**src/rtl/conv3x3_stage.sv**
```systemverilog
// Streaming 3x3 Sobel stage: window shift registers, frame position counters, |G| saturated out.
// Optional SOBEL_MAG_EN: output min(|Gx|+|Gy|, max) and ignore kernel_sel.
module conv3x3_stage #(
  parameter int WIDTH  = 640,
  parameter int HEIGHT = 480,
  parameter int PIX_W  = 12
) (
  input  logic             clk,
  input  logic             rst_n,
  input  logic             in_valid,
  input  logic [PIX_W-1:0] pix_row0,
  input  logic [PIX_W-1:0] pix_row1,
  input  logic [PIX_W-1:0] pix_row2,
  input  logic             kernel_sel,
  output logic             out_valid,
  output logic [PIX_W-1:0] pix_out,
  output logic             frame_done
);

  localparam int CW = (WIDTH  > 1) ? $clog2(WIDTH)  : 1;
  localparam int RW = (HEIGHT > 1) ? $clog2(HEIGHT) : 1;
  localparam logic [CW-1:0] COL_LAST  = CW'(WIDTH - 1);
  localparam logic [RW-1:0] ROW_LAST  = RW'(HEIGHT - 1);
  localparam logic [15:0]   PIX_MAX16 = 16'((1 << PIX_W) - 1);

  logic [PIX_W-1:0] w [0:2][0:2];
  logic [CW-1:0]    col_cnt;
  logic [RW-1:0]    row_cnt;
  logic             v1, border1, last1;
`ifndef SOBEL_MAG_EN
  logic             ks1;
`endif

  // Stage 1: window shift, position counters and per-beat flags, all gated by in_valid
  always_ff @(posedge clk or negedge rst_n) begin
    if (!rst_n) begin
      for (int unsigned r = 0; r < 3; r++)
        for (int unsigned c = 0; c < 3; c++)
          w[r][c] <= '0;
      col_cnt <= '0;
      row_cnt <= '0;
      v1      <= 1'b0;
      border1 <= 1'b0;
      last1   <= 1'b0;
`ifndef SOBEL_MAG_EN
      ks1     <= 1'b0;
`endif
    end else begin
      v1 <= in_valid;
      if (in_valid) begin
        for (int unsigned r = 0; r < 3; r++) begin
          w[r][2] <= w[r][1];
          w[r][1] <= w[r][0];
        end
        w[0][0] <= pix_row0;
        w[1][0] <= pix_row1;
        w[2][0] <= pix_row2;
`ifndef SOBEL_MAG_EN
        ks1     <= kernel_sel;
`endif
        border1 <= (col_cnt < CW'(2)) || (row_cnt < RW'(2));
        last1   <= (col_cnt == COL_LAST) && (row_cnt == ROW_LAST);
        if (col_cnt == COL_LAST) begin
          col_cnt <= '0;
          row_cnt <= (row_cnt == ROW_LAST) ? '0 : row_cnt + RW'(1);
        end else begin
          col_cnt <= col_cnt + CW'(1);
        end
      end
    end
  end

  logic signed [15:0] t [0:2][0:2];
  logic signed [15:0] gx, gy;
  logic        [PIX_W-1:0] sat;
`ifdef SOBEL_MAG_EN
  logic [15:0] ax, ay;
  logic [16:0] mag;
`else
  logic signed [15:0] g;
  logic [15:0] ag;
`endif

  // Stage 2 sum and stage 3 abs/saturate are combinational ahead of the output register,
  // which keeps the beat-to-output latency at two edges.
  always_comb begin
    for (int unsigned r = 0; r < 3; r++)
      for (int unsigned c = 0; c < 3; c++)
        t[r][c] = signed'(16'(w[r][c]));
    gx = (t[0][0] - t[0][2]) + ((t[1][0] - t[1][2]) <<< 1) + (t[2][0] - t[2][2]);
    gy = (t[0][0] - t[2][0]) + ((t[0][1] - t[2][1]) <<< 1) + (t[0][2] - t[2][2]);
`ifdef SOBEL_MAG_EN
    ax  = gx[15] ? 16'(-gx) : 16'(gx);
    ay  = gy[15] ? 16'(-gy) : 16'(gy);
    mag = {1'b0, ax} + {1'b0, ay};
    sat = (mag > {1'b0, PIX_MAX16}) ? PIX_MAX16[PIX_W-1:0] : mag[PIX_W-1:0];
`else
    g   = ks1 ? gy : gx;
    ag  = g[15] ? 16'(-g) : 16'(g);
    sat = (ag > PIX_MAX16) ? PIX_MAX16[PIX_W-1:0] : ag[PIX_W-1:0];
`endif
  end

  always_ff @(posedge clk or negedge rst_n) begin
    if (!rst_n) begin
      out_valid  <= 1'b0;
      pix_out    <= '0;
      frame_done <= 1'b0;
    end else begin
      out_valid  <= v1;
      frame_done <= v1 & last1;
      if (v1)
        pix_out <= border1 ? '0 : sat;
    end
  end

endmodule

```
**config.mk**
```make
export PLATFORM = sky130hd
export DESIGN_NAME = conv3x3_stage
export DESIGN_NICKNAME = d
export VERILOG_FILES = /design/src/rtl/conv3x3_stage.sv
export SDC_FILE = /design/constraint.sdc
export NUM_CORES = 1
export LEC_CHECK = 0
export ABC_AREA = 1
export CORE_MARGIN = 5
export CORE_UTILIZATION = 55
export DETAILED_ROUTE_END_ITERATION = 10
export HOLD_SLACK_MARGIN = 0.06
export PLACE_DENSITY = 0.85
export SYNTH_ARGS = -nofsm -noshare
export SYNTH_HDL_FRONTEND = slang
export SYNTH_SLANG_ARGS = --single-unit
```
**constraint.sdc**
```tcl
create_clock -name clk -period 12.26 [get_ports clk]
set_clock_uncertainty 0.05 [all_clocks]
set_input_delay 2.452 -clock clk [delete_from_list [all_inputs] [get_ports clk]]
set_output_delay 2.452 -clock clk [all_outputs]
set_load 0.01 [all_outputs]
```
==> metrics.cfg, run 1 <==
[clock_network]
cts-hold-fix-buffers=0
cts_sinks=145
cts_made_buffers=17
root_buffer=clkbuf_16
clk_latency_ns=0.43
cts_setup_buffers=0
cts_resized=0
clk_pin_slew_ns=0.06
htreeDepth=4
cts.path.max_buffers=2
cts_tree=done

[detailed_routing]
met1_length_um=12800
drc=0
viasPerCell=5.32
dr.pass1.iters=5
postRouteWirelength_um=27800
drt_first_iter_violations=792
highest_layer=met4
drt-wirelength-per-cell_um=14.6
wl_met3_um=1340
vias=10166
drt.antenna.violating_nets=0
wl_met2_um=12900

[sta]
fmax_mhz=169
tns_ns=0
maxSlewHeadroom=0.401
fin_ws_ns=6.35
drv_slew=0
rsz0062_at_grt=no
hold_viol=0
period_share=0.482
setup_viol=0
period_minus_slack_ns=5.91
tightestPinTransition_ns=0.898
hold-worst-slack_ns=0.345

[synthesis]
synth_top_cell_by_area=dfrtp_1
synth-edff-count=0
ys.flop_type=dfrtp_1
syn_inst=1582
ys_warn_count=0
synth.area.top_cells=dfrtp_1 31%, nand2_1 16%, ha_1 11%, inv_1 8.2%, fa_1 5.8%
seq_area_frac_synth=0.311
ys_async_sr_fraction=1.00
synth_cell_types=40
syn_area_um2=11700
synth.avg_cell_area_um2=7.38
ys_ff_latch=145
mappedNetlistNets=1761
synth_top_area_frac=0.311

[place]
globalplace.congestion=0.996
hpwlAfterDp_um=21100
port_buffers=53
place_ws_ns=6.50

[finish]
area_growth_pct=11.5
n_fill_cell=1852
seqCellArea_um2=3630
final_layout_size_suffix_gt1_frac=0.0471
fin_util=0.621
antennaDiodeCount=0
finalNetCount=1802
multi_input_area_um2=6890

[critical_path]
crit_arrival_ns=6.18
r2r_start=t[128]
reg2reg_depth=32
start_kind=flop
path_buf_inv=3
reg2reg_slack_ns=6.35
end_kind=flop
slowest_stage=xor2_2
reg2reg_to=pix_out[9]
cp_common_cell=nand2_1
path_class=reg -> reg
cp_max_fo=14
crit_family=compound AO/OA/AOI/OAI gates
critPathMaxStageDelay_ns=0.58
required_ns=12.53

[worst_hold_path]
hold_depth=0
holdCritPathClass=reg -> reg
whs_endpoint=out_valid
min_from=v1

[die]
die_area_um2=24200
coreArea_um2=21000
fp.dieW_um=156
die_y_um=156
rows=53
start_util=0.557
ios=54

[global_route]
grt.overflow.total=0
grt_pass1_vias=9934
grt_first_pass_wirelength_um=47400
antenna_found_initial=0
grt_use_total=0.238
grt_max_degree=108

[status]
status=finished, final reports clean

[flow_run]
drv_cap=0

-- cell families (layout without fill, tap and decap cells) --
group / count (synthesis) / after routing / share of synthesized area
adders and majority gates: 139 / 139 / 0.171
xor gates and xnor gates: 75 / 75 / 0.0569
and+or+nand+nor: 718 / 718 / 0.263
AOI/OAI and AO/OA: 213 / 213 / 0.0995
buffers and inverters: 292 / 345 / 0.0985
DFF: 145 / 145 / 0.311
-- synthesized netlist by cell type, drive strengths merged, types with 4 or more instances --
cell,number
o21bai,11
xnor2,23
o21ai,99
nor3,12
a21oi,85
nand2,507
ha,105
dfrtp,145
nand4,15
nor2,64
xor2,52
fa,34
clkbuf,28
nand3,103
a21o,5
and2,4
nand3b,6
inv,257
nor4,6
buf,6
-- how the worst max path moves through the flow --
stage	start	end	slack, ns	cells past startpoint
6_report	t[128]	pix_out[9]	6.35	32
5_1_grt	t[128]	pix_out[4]	5.70	32
4_1_cts	t[128]	pix_out[9]	6.42	32
3_5_place_dp	t[128]	pix_out[9]	6.50	32
3_3_place_gp	t[128]	pix_out[8]	6.60	29
2_1_floorplan	t[32]	pix_out[0]	7.51	31
-- layout make-up --
cell class / instances / share of cell area
inverter: 258 / 0.0744
tap: 275 / 0.0264
multi-input combinational: 1145 / 0.530
clock inverter: 14 / 0.0155
clock buffer: 17 / 0.0327
sequential: 145 / 0.279
timing repair buffer: 56 / 0.0424
-- layer usage --
layer / up-vias / global-route usage
met2: 309 / 0.394
met4: 0 / 0.0855
li1: 5084 / -
met5: - / 0
met1: 4710 / 0.322
met3: 63 / 0.0336
-- flip-flops by register name, summed over array words and instances (netlist names), 9 cells and up --
register / flops
t: 108
col_cnt: 10
pix_out: 12
row_cnt: 9
-- through the flow --
| stage | instance area (um^2) | std cells |
|---|---|---|
| floorplan | 11700 | 1582 |
| global placement | 12400 | 1879 |
| detailed placement | 12400 | 1879 |
| CTS | 13000 | 1910 |
| global route | 13000 | 1910 |
| finish | 13000 | 1910 |
-- placed cells by master (no fill, tap or decap), types with 2 or more instances in the layout --
cell type / count
o21ai_2: 2
clkbuf_16: 17
nand3_1: 88
dfrtp_1: 145
bufinv_16: 4
nor2_2: 3
xnor2_1: 23
inv_6: 5
nor2_4: 3
clkdlybuf4s50_1: 51
a21o_1: 5
ha_1: 105
o21bai_1: 11
nor3_1: 12
nand4_1: 15
nand3_2: 15
a31oi_1: 3
nand3b_1: 6
and2_1: 4
a21boi_0: 2
o21ai_0: 96
nand2_2: 13
clkinv_2: 2
a21oi_1: 83
fa_1: 34
buf_4: 4
inv_1: 256
o211ai_1: 2
nand2_1: 493
nor4_1: 6
o221ai_1: 2
xor2_1: 51
a211oi_1: 3
nor2_1: 58
Power of run 1 is left out: the tool's default activity adds up to more than one toggle a clock period on the data nets, which glitch-free logic cannot reach.
==> run 2, diff against run 1 <==
Settings changed: PLACE_DENSITY 0.85 to 0.88.
Clock period 12.26 ns to 5.15 ns, I/O delays scaled along.
==> run 2 against run 1 <==
Against the previous run:
- global-route usage increased by 0.84 points
- worst hold slack improved by 0.0045 ns
- register-to-register slack got worse by 6.3 ns
- non-clock buffer count increased by 44
- critical endpoint is now pix_out[1]
==> metrics.cfg, run 2 (synthesis gave the netlist of run 1 again) <==
[status]
status=finished, final reports clean

[clock_network]
clk_latency_ns=0.44
htreeDepth=4
clk_pin_slew_ns=0.06
cts-hold-fix-buffers=0
cts_tree=done
cts_made_buffers=17
root_buffer=clkbuf_16
cts.path.max_buffers=2
cts_sinks=145

[finish]
final_common_cell=nand2_1
largest_reg_flops=108
final_layout_size_suffix_gt1_frac=0.145
antennaDiodeCount=0
layout_common_cells=478 x nand2_1, 246 x inv_1, 139 x dfrtp_1
finalNetCount=1846
area_growth_pct=19.7
fin_util=0.667

[critical_path]
crit_family=simple AND/OR/NAND/NOR gates
reg2reg_depth=35
required_ns=5.43
critPathCapture=pix_out[1]
path_class=reg -> reg
critPathMaxStageDelay_ns=0.55
reg2reg_to=pix_out[1]
cp.depth=35
start_kind=flop
path_buf_inv=6
cp_common_cell=nand2_1
slowest_stage=fa_1
r2r_start=t[98]
startpoint=t[98]
cp_max_fo=8
reg2reg_slack_ns=0.07
crit_arrival_ns=5.35
end_kind=flop

[worst_hold_path]
holdCritPathClass=reg -> reg

[die]
rows=53
die_y_um=156
die_area_um2=24200
coreArea_um2=21000
start_util=0.557
ios=54
fp.dieW_um=156

[sta]
tightestPinTransition_ns=0.958
drv_slew=0
hold_viol=0
period_share=0.986
period_minus_slack_ns=5.08
setup_viol=0
maxSlewHeadroom=0.361
fmax_mhz=197

[detailed_routing]
viasPerCell=5.51
postRouteWirelength_um=31800
drc=0
vias=10770
drt.antenna.violating_nets=0
dr.pass1.iters=6
drt-wirelength-per-cell_um=16.3
drt_first_iter_violations=839

[global_route]
grt_pass1_vias=10102
grt_max_degree=117
antenna_found_initial=0
grt_use_total=0.247
grt_first_pass_wirelength_um=48800
grt.overflow.total=0

[flow_run]
drv_cap=0

[place]
hpwlAfterDp_um=21400
globalplace.congestion=0.957
port_buffers=53

-- run 2: changes by cell type in the layout (fill, tap and decap cells not counted), moves of 15 or more --
cell,delta
ha_1,-26
a21oi_1,-20
nand2_1,-15
buf_4,+38
o21ai_0,-17
ha_4,+20
a21oi_2,+20
-- run 2: through the flow --
stage / cells / hold WS, ns / TNS (ns) / area [um^2] / setup slack [ns]
after detailed placement: 1903 / 0.343 / -1.05 / 12600 / -0.107
after global placement: 1903 / 0.333 / 0 / 12600 / 0.0439
after global routing: 1955 / 0.361 / -2.15 / 14000 / -0.207
final: 1955 / 0.349 / 0 / 14000 / 0.0739
after floorplan: 1582 / 0.324 / 0 / 11700 / 0.399
after CTS: 1936 / 0.351 / 0 / 13200 / 0.00887
-- run 2: cell type report --
class | instances | area (um^2)
multi-input combinational | 1145 | 7500
tap | 275 | 344
inverter | 258 | 968
clock buffer | 19 | 443
fill | 1669 | 6980
sequential | 145 | 3640
timing repair buffer | 100 | 950
clock inverter | 13 | 129
-- run 2: layer usage --
| layer | track usage | wire length [um] | up-vias |
|---|---|---|---|
| li1 | - | - | 5184 |
| met4 | 0.100 | 1200 | 0 |
| met2 | 0.400 | 15300 | 427 |
| met1 | 0.341 | 13600 | 5058 |
| met3 | 0.0277 | 1780 | 101 |
| met5 | 0 | 0 | - |
-- run 2: what timing repair did --
action / CTS / global route
cloned: 0 / 2
setup buffers: 1 / 17
pin swaps: 2 / 51
setup endpoints to repair: 12 / 12
resized for setup: 15 / 142
-- run 2: worst min path at each step --
stage               slack (ns)         to  depth (start not counted)  start
global placement          0.33  out_valid                          0     v1
detailed placement        0.34  out_valid                          0     v1
finish                    0.35  out_valid                          0     v1
global route              0.36  out_valid                          0     v1
floorplan                 0.32  out_valid                          0     v1
CTS                       0.35  out_valid                          0     v1
-- run 2: worst register-to-register path, delay by kind of cell, from the launching register on --
kind | cells | cell delay (ns)
AND/OR/NAND/NOR | 19 | 1.51
adder cells (fa/ha/maj) | 3 | 1.04
AO/OA/AOI/OAI | 7 | 1.24
flip-flops | 1 | 0.42
buffers and inverters | 6 | 0.73
Power of run 2 is left out for the same reason.
